===== src/rtl/alu_scheduler_pkg.sv =====
// Shared definitions for the two-requester ALU scheduler:
// FSM state encoding, default widths and counter width.
package alu_scheduler_pkg;

   localparam int DATA_W_DEF = 32;
   localparam int CTRL_W_DEF = 4;
   localparam int CNT_W      = 16;

   typedef enum logic [1:0] {
      ST_IDLE = 2'd0,
      ST_EXEC = 2'd1,
      ST_RESP = 2'd2
   } state_e;

endpackage


===== src/rtl/alu_scheduler_rr_arb2.sv =====
// Two-way round-robin arbiter; rr names the preferred requester.
// Ports: valid[1:0] requests, rr preference, grant[1:0] one-hot (or zero).
module rr_arb2 (
   input  logic [1:0] valid,
   input  logic       rr,
   output logic [1:0] grant
);

   always_comb begin
      grant = 2'b00;
      if (rr == 1'b0) begin
         if (valid[0])      grant = 2'b01;
         else if (valid[1]) grant = 2'b10;
      end else begin
         if (valid[1])      grant = 2'b10;
         else if (valid[0]) grant = 2'b01;
      end
   end

endmodule


===== src/rtl/alu_scheduler.sv =====
// Shares one external combinational ALU between two requesters.
// Ports: clk/reset (async, active-high); req_valid/req_ready/req_ctrl/
// req_src1/req_src2 per-requester request side; alu_control/alu_src1/
// alu_src2 registered ALU drive, alu_result ALU return; rsp_valid/
// rsp_ready/rsp_id/rsp_data response side; op_cnt0/op_cnt1 completion
// counters; busy high whenever an operation is outstanding.
module alu_scheduler
   import alu_scheduler_pkg::*;
#(
   parameter int DATA_W = DATA_W_DEF,
   parameter int CTRL_W = CTRL_W_DEF
) (
   input  logic                  clk,
   input  logic                  reset,
   input  logic [1:0]            req_valid,
   output logic [1:0]            req_ready,
   input  logic [2*CTRL_W-1:0]   req_ctrl,
   input  logic [2*DATA_W-1:0]   req_src1,
   input  logic [2*DATA_W-1:0]   req_src2,
   output logic [CTRL_W-1:0]     alu_control,
   output logic [DATA_W-1:0]     alu_src1,
   output logic [DATA_W-1:0]     alu_src2,
   input  logic [DATA_W-1:0]     alu_result,
   output logic                  rsp_valid,
   input  logic                  rsp_ready,
   output logic                  rsp_id,
   output logic [DATA_W-1:0]     rsp_data,
   output logic [CNT_W-1:0]      op_cnt0,
   output logic [CNT_W-1:0]      op_cnt1,
   output logic                  busy
);

   state_e              state_q, state_d;
   logic                rr_q, rr_d;
   logic [CTRL_W-1:0]   ctrl_q, ctrl_d;
   logic [DATA_W-1:0]   src1_q, src1_d;
   logic [DATA_W-1:0]   src2_q, src2_d;
   logic                gnt_id_q, gnt_id_d;
   logic                rsp_id_q, rsp_id_d;
   logic [DATA_W-1:0]   rsp_data_q, rsp_data_d;
   logic [CNT_W-1:0]    op_cnt0_q, op_cnt0_d;
   logic [CNT_W-1:0]    op_cnt1_q, op_cnt1_d;

   logic [1:0]          grant;
   logic                grant_id;
   logic                accept;
   logic                rsp_fire;

   rr_arb2 u_arb (
      .valid (req_valid),
      .rr    (rr_q),
      .grant (grant)
   );

   assign grant_id = grant[1];
   assign accept   = (state_q == ST_IDLE) && (req_valid != 2'b00);
   assign rsp_fire = (state_q == ST_RESP) && rsp_ready;

   // State register
   always_ff @(posedge clk or posedge reset) begin
      if (reset) begin
         state_q <= ST_IDLE;
      end else begin
         state_q <= state_d;
      end
   end

   // Next-state logic
   always_comb begin
      state_d = state_q;
      case (state_q)
         ST_IDLE: if (accept)    state_d = ST_EXEC;
         ST_EXEC:                state_d = ST_RESP;
         ST_RESP: if (rsp_ready) state_d = ST_IDLE;
         default:                state_d = ST_IDLE;
      endcase
   end

   // Outputs decoded from state; the grant is only visible in IDLE
   always_comb begin
      req_ready = 2'b00;
      if (state_q == ST_IDLE) req_ready = grant;
      rsp_valid = (state_q == ST_RESP);
      busy      = (state_q != ST_IDLE);
   end

   // Datapath next values
   always_comb begin
      rr_d       = rr_q;
      ctrl_d     = ctrl_q;
      src1_d     = src1_q;
      src2_d     = src2_q;
      gnt_id_d   = gnt_id_q;
      rsp_id_d   = rsp_id_q;
      rsp_data_d = rsp_data_q;
      op_cnt0_d  = op_cnt0_q;
      op_cnt1_d  = op_cnt1_q;

      if (accept) begin
         gnt_id_d = grant_id;
         if (grant_id) begin
            ctrl_d = req_ctrl[2*CTRL_W-1:CTRL_W];
            src1_d = req_src1[2*DATA_W-1:DATA_W];
            src2_d = req_src2[2*DATA_W-1:DATA_W];
         end else begin
            ctrl_d = req_ctrl[CTRL_W-1:0];
            src1_d = req_src1[DATA_W-1:0];
            src2_d = req_src2[DATA_W-1:0];
         end
      end

      // ALU inputs were registered at grant, so the result is valid here
      if (state_q == ST_EXEC) begin
         rsp_data_d = alu_result;
         rsp_id_d   = gnt_id_q;
      end

      // Hand priority to the other requester after each completion
      if (rsp_fire) begin
         rr_d = ~rsp_id_q;
         if (rsp_id_q) op_cnt1_d = op_cnt1_q + 1'b1;
         else          op_cnt0_d = op_cnt0_q + 1'b1;
      end
   end

   always_ff @(posedge clk or posedge reset) begin
      if (reset) begin
         rr_q       <= 1'b0;
         ctrl_q     <= '0;
         src1_q     <= '0;
         src2_q     <= '0;
         gnt_id_q   <= 1'b0;
         rsp_id_q   <= 1'b0;
         rsp_data_q <= '0;
         op_cnt0_q  <= '0;
         op_cnt1_q  <= '0;
      end else begin
         rr_q       <= rr_d;
         ctrl_q     <= ctrl_d;
         src1_q     <= src1_d;
         src2_q     <= src2_d;
         gnt_id_q   <= gnt_id_d;
         rsp_id_q   <= rsp_id_d;
         rsp_data_q <= rsp_data_d;
         op_cnt0_q  <= op_cnt0_d;
         op_cnt1_q  <= op_cnt1_d;
      end
   end

   assign alu_control = ctrl_q;
   assign alu_src1    = src1_q;
   assign alu_src2    = src2_q;
   assign rsp_id      = rsp_id_q;
   assign rsp_data    = rsp_data_q;
   assign op_cnt0     = op_cnt0_q;
   assign op_cnt1     = op_cnt1_q;

endmodule


===== config.mk =====
export PLATFORM = sky130hd
export DESIGN_NAME = alu_scheduler
export DESIGN_NICKNAME = d
export VERILOG_FILES = /design/src/rtl/alu_scheduler_pkg.sv /design/src/rtl/alu_scheduler_rr_arb2.sv /design/src/rtl/alu_scheduler.sv
export SDC_FILE = /design/constraint.sdc
export NUM_CORES = 1
export LEC_CHECK = 0
export BUFFER_PORTS_ARGS = -buffer_cell sky130_fd_sc_hd__clkbuf_2
export CORE_AREA = 2 2 122 124
export CTS_BUF_LIST = sky130_fd_sc_hd__clkbuf_16
export DETAILED_ROUTE_END_ITERATION = 7
export DIE_AREA = 0 0 124 126
export PLACE_DENSITY = 0.74
export SETUP_SLACK_MARGIN = 0.4
export SYNTH_ARGS = -nofsm -noshare
export SYNTH_HDL_FRONTEND = slang
export SYNTH_SLANG_ARGS = --single-unit

===== constraint.sdc =====
create_clock -name clk -period 5.15 [get_ports clk]
set_clock_uncertainty 0.1 [all_clocks]
set_input_delay 1.03 -clock clk [delete_from_list [all_inputs] [get_ports clk]]
set_output_delay 1.03 -clock clk [all_outputs]
set_load 0.01 [all_outputs]

After elaboration in Yosys (flattened, before gate mapping)
Cells that the tools add are included.
- output and inout bits: 137
- bits of input ports: 173
- word-level logic and storage cells: 37
- flip-flop bits (word level): 137
- bitwise logic cells: 1
- mux-type cells: 12
- equal/unequal tests: 4
- reductions and logical operators: 8
- $add $sub $neg: 2
- operators with widths (kind ; count):
    $mux 32 ; 2
    $add 16x1->16 const B ; 2
    $mux 2 ; 7
    $pmux 2 s3 ; 1
    $reduce_and 2->1 ; 3
    $mux 4 ; 1
    $reduce_bool 2->1 ; 2
    $eq 2x1->1 const B ; 1
    $eq 2x2->1 const B ; 1
    $logic_and 1x1->1 ; 2
    $logic_not 2->1 ; 1
    $ne 2x1->1 const B ; 1
    $ne 2x2->1 const B ; 1
    $mux 1 ; 1
    $not 1->1 ; 1

Depth between registers and ports, before layout
- word-level depth: 4
- mapped depth: 6
- depth with buffers taken out: 5

By module
From an unflattened synthesis, not the netlist that was laid out.
- cell total of the unflattened synthesis: 511
- area, all modules: 6003.3 um^2
- by module, submodules not included (module ; cells an instance ; area each (um^2) ; seq. area each (um^2) ; instances):
    alu_scheduler ; 508 ; 5984.5 ; 3428.3 ; 1
    rr_arb2 ; 3 ; 18.8 ; 0.0 ; 1

Worst setup path before layout
OpenSTA, ideal clock, no wires.
- path type: input -> output
- start point: input port req_valid[0]
- end point: output port req_ready[1]
- path buffers: 2
- data required time: 4.020 ns
- data arrival time: 1.739 ns
- stages on the path: 5
- slack: 2.281 ns
- cells stage by stage: inv_1 o21ai_0 clkbuf_1 buf_2 nor2_1
- longest elaborated chain between the ends: 3
- RTL lines (what ; RTL line ; RTL):
    from (decl) ; alu_scheduler.sv:15 ; input logic [1:0] req_valid,
    $mux 2 ; alu_scheduler_rr_arb2.sv:12 ; if (valid[0]) grant = 2'b01;
    $mux 2 ; alu_scheduler_rr_arb2.sv:11 ; if (rr == 1'b0) begin
    $mux 2 ; alu_scheduler.sv:82 ; if (state_q == ST_IDLE) req_ready = grant;
    to (decl) ; alu_scheduler.sv:16 ; output logic [1:0] req_ready,
Every way passes these cells.

Final worst setup path
Same ends and word-level chain as after synthesis.

==> flow_summary.json <==
{
  "result_of_the_run": "finished clean",
  "placement.io_buffers": 309,
  "leakagePower_nw": 4.34,
  "worst_path_most_repeated_cell": "sky130_fd_sc_hd__clkbuf_2",
  "drt-total-wl_um": 15000,
  "timing.fmax_mhz": 325,
  "worst_ep_required_time_ns": 4.02,
  "portion_of_the_post_synthesis_area_used_by_sequential_elements": 0.577,
  "cts-resized-gates": 0,
  "grt_first_pass_wirelength_um": 23400,
  "clock_tree.root_cell": "sky130_fd_sc_hd__clkbuf_16",
  "antenna_cells_inserted": 0,
  "postSynthNetCount": 679,
  "crit_path_max_fanout": 17,
  "clock_latency_of_the_later_clocked_register_in_the_worst_skew_pair_ns": 0.40,
  "fp.dieW_um": 124,
  "vias_per_cell": 4.88,
  "report.final.slew_viol_count": 0,
  "synthesis.area_sq_mm": 0.00594,
  "io_pins": 310,
  "cts_tree": "yes",
  "die_height_um": 126,
  "drive_gt1_frac": 0.467,
  "critical_path.max_stage_delay_ns": 0.52,
  "hold_violations": 0,
  "path_cells": "clkbuf_2 > inv_1 > o21ai_4 > nor2_1 > clkbuf_2",
  "grt.total_usage": 0.193,
  "cp_startpoint_kind": "input port",
  "min_path_type": "flip-flop to flip-flop",
  "cellPowerDensity_mw_per_mm2": 561,
  "antenna_found_initial": 0,
  "cts_buffers": 17,
  "utilization": 0.574,
  "finalCritPeriodShare": 0.597,
  "cts_hold_repair_buffers": 0,
  "place.gp.congestion": 0.776,
  "initial_utilization": 0.415,
  "area_growth_pct": 38.2,
  "clock_sink_count": 137,
  "final-instance-count-excl-fill": 1006,
  "dr.pass1.iters": 4,
  "die_area_sq_mm": 0.0156,
  "worst-setup-path-type": "input port to output port",
  "max_slew.worst_pin.slew_ns": 0.912,
  "rows": 44,
  "post_dp_cell_area_sq_mm": 0.00766,
  "worst_slack_ns": 2.07,
  "worstPathArrival_ns": 1.95,
  "final.setup.tns_ns": 0,
  "clock_slew_seen_by_the_registers_of_the_worst_setup_and_hold_paths_ns": 0.05,
  "yosysWarnings": 0,
  "grt_overflow": 0,
  "fill_cells": 1268,
  "wl_per_cell_um": 14.9,
  "first_iter_violations": 200,
  "setup_repair_after_global_routing_missed_its_margin": "no",
  "postSynthAreaPerCell_sq_um": 11.8,
  "critical_path.slowest_cell": "sky130_fd_sc_hd__o21ai_4",
  "syn-instance-count": 504,
  "timing.hold.ws_ns": 0.387,
  "endpoint_kind": "output port",
  "worst_slew_margin_rel": 0.392,
  "detailedPlacementHpwl_um": 11100,
  "final.min_clock_period_ns": 3.08,
  "grt_pass1_vias": 4814,
  "cts-root-to-sink-buffers": 2,
  "placement.setup.worst_slack_ns": 1.91,
  "drtAntennaViolNets": 0,
  "power_mw": 4.61,
  "finalSetupViolations": 0,
  "post_synth_num_cell_types": 36,
  "dp_cells": 975,
  "grt_max_degree": 124,
  "peakVddDrop_mv": 0.282,
  "core_area_sq_mm": 0.0143,
  "post-route-cell-area_sq_mm": 0.00821,
  "postCtsSetupRepairBufs": 0,
  "drc_errors": 0,
  "route.vias.total": 4905,
  "postSynthRegisterBits": 137,
  "htreeDepth": 4,
  "max_cap_viol_count": 0,
  "design.final.nets": 985
}
==> cell type report <==
cell class | count | area, sq um | area share
inverters | 7 | 30.0 | 0.00366
repair buffers | 314 | 1600 | 0.194
clock inverters | 14 | 119 | 0.0145
flip-flops and latches | 137 | 3430 | 0.418
multi-input cells | 333 | 2380 | 0.290
well taps | 184 | 230 | 0.0280
clock buffers | 17 | 425 | 0.0518
==> report_power, final <==
group          total (mW)  internal [mW]  switching (mW)
sequential           1.79           1.52           0.265
combinational        1.69          0.759           0.931
clock                1.13          0.695           0.435
total                4.61           2.97            1.63
==> cells by family after synthesis <==
kind of cell    Yosys count  synth area share
compound gates           75            0.0647
xor+xnor                 30            0.0468
fa+ha+maj                 2           0.00421
buf+inv                  34            0.0255
flops                   137             0.577
mux                     102             0.179
simple gates            124             0.103
==> layer usage <==
metal  global-route usage  routed length (um)  vias to the layer above
li1                     -                   -                     2360
met3               0.0666                1300                       32
met4               0.0899                 409                        0
met5                    0                   0                        -
met2                0.323                7420                      201
met1                0.220                5880                     2312
==> Yosys cell counts <==
master / instances / share of area
sky130_fd_sc_hd__dfrtp_1: 137 / 0.58
sky130_fd_sc_hd__nor2_1: 75 / 0.047
sky130_fd_sc_hd__a21oi_1: 68 / 0.057
sky130_fd_sc_hd__mux2i_1: 68 / 0.11
sky130_fd_sc_hd__mux2_2: 34 / 0.064
sky130_fd_sc_hd__xnor2_1: 20 / 0.029
sky130_fd_sc_hd__buf_2: 19 / 0.016
sky130_fd_sc_hd__nand3_1: 12 / 0.010
sky130_fd_sc_hd__xor2_1: 8 / 0.012
sky130_fd_sc_hd__clkbuf_1: 7 / 0.0044
sky130_fd_sc_hd__inv_1: 7 / 0.0044
sky130_fd_sc_hd__nand2_1: 7 / 0.0044
sky130_fd_sc_hd__nand4_1: 7 / 0.0074
sky130_fd_sc_hd__nor3_1: 4 / 0.0034
sky130_fd_sc_hd__o21ai_0: 3 / 0.0025
sky130_fd_sc_hd__and3_1: 2 / 0.0021
sky130_fd_sc_hd__and4_1: 2 / 0.0029
sky130_fd_sc_hd__ha_1: 2 / 0.0042
sky130_fd_sc_hd__nand2b_4: 2 / 0.0046
sky130_fd_sc_hd__nor2_2: 2 / 0.0021
sky130_fd_sc_hd__o21a_1: 2 / 0.0025
sky130_fd_sc_hd__xnor2_2: 2 / 0.0055
sky130_fd_sc_hd__a211oi_1: 1 / 0.0013
sky130_fd_sc_hd__and2_1: 1 / 0.0011
sky130_fd_sc_hd__and3b_1: 1 / 0.0015
sky130_fd_sc_hd__buf_1: 1 / 0.00063
sky130_fd_sc_hd__nand2b_1: 1 / 0.0011
sky130_fd_sc_hd__nand3b_1: 1 / 0.0013
sky130_fd_sc_hd__nand4b_1: 1 / 0.0015
sky130_fd_sc_hd__nand4b_2: 1 / 0.0025
sky130_fd_sc_hd__nand4b_4: 1 / 0.0040
sky130_fd_sc_hd__nor3b_1: 1 / 0.0013
sky130_fd_sc_hd__nor4_1: 1 / 0.0011
sky130_fd_sc_hd__o22ai_1: 1 / 0.0011
sky130_fd_sc_hd__or2b_1: 1 / 0.0013
sky130_fd_sc_hd__or4_4: 1 / 0.0019
==> worst max-delay path, delay by kind of cell <==
kind	cells	cell delay (ns)
AND/OR/NAND/NOR	1	0.08
buffers and inverters	3	0.32
AO/OA/AOI/OAI	1	0.52
==> placed cells by master, fill, tap and decap left out, types with 2 or more instances in the layout <==
master,instances
sky130_fd_sc_hd__nor2_2,2
sky130_fd_sc_hd__clkinv_2,3
sky130_fd_sc_hd__bufinv_16,2
sky130_fd_sc_hd__nand3_1,12
sky130_fd_sc_hd__mux2_2,34
sky130_fd_sc_hd__a21oi_1,68
sky130_fd_sc_hd__xor2_1,8
sky130_fd_sc_hd__inv_1,10
sky130_fd_sc_hd__clkinv_4,2
sky130_fd_sc_hd__and3_1,2
sky130_fd_sc_hd__buf_4,4
sky130_fd_sc_hd__clkbuf_2,309
sky130_fd_sc_hd__nand2_1,7
sky130_fd_sc_hd__mux2i_1,68
sky130_fd_sc_hd__nor3_1,4
sky130_fd_sc_hd__clkbuf_16,17
sky130_fd_sc_hd__nand2b_4,2
sky130_fd_sc_hd__o21ai_0,2
sky130_fd_sc_hd__xnor2_1,20
sky130_fd_sc_hd__nor2_1,75
sky130_fd_sc_hd__and4_1,2
sky130_fd_sc_hd__ha_1,2
sky130_fd_sc_hd__xnor2_2,2
sky130_fd_sc_hd__nand4_1,7
sky130_fd_sc_hd__clkinv_1,3
sky130_fd_sc_hd__dfrtp_1,137
==> final timing paths <==
path	slack (ns)	end	cells after the start	start
worst max-delay path	2.07	req_ready[1]	5	req_valid[0]
worst min-delay path	0.39	op_cnt0[13]$_DFFE_PP0P_	1	op_cnt0[13]$_DFFE_PP0P_
worst max register to register	2.67	alu_src2[19]$_DFFE_PP0P_	4	rr_q$_DFFE_PP0P_
worst min register to register	0.39	op_cnt0[13]$_DFFE_PP0P_	1	op_cnt0[13]$_DFFE_PP0P_
max in group asynchronous	3.52	alu_src1[17]$_DFFE_PP0P_	3	reset
min in group asynchronous	0.49	rsp_data[15]$_DFFE_PP0N_	2	reset
==> registers in the layout, indices dropped and copies added, names as in the netlist <==
name         flops
alu_control      4
gnt_id_q         1
state_q          2
rr_q             1
rsp_id           1
op_cnt0         16
op_cnt1         16
alu_src1        32
alu_src2        32
rsp_data        32
Power figures use the tool's default switching activity.
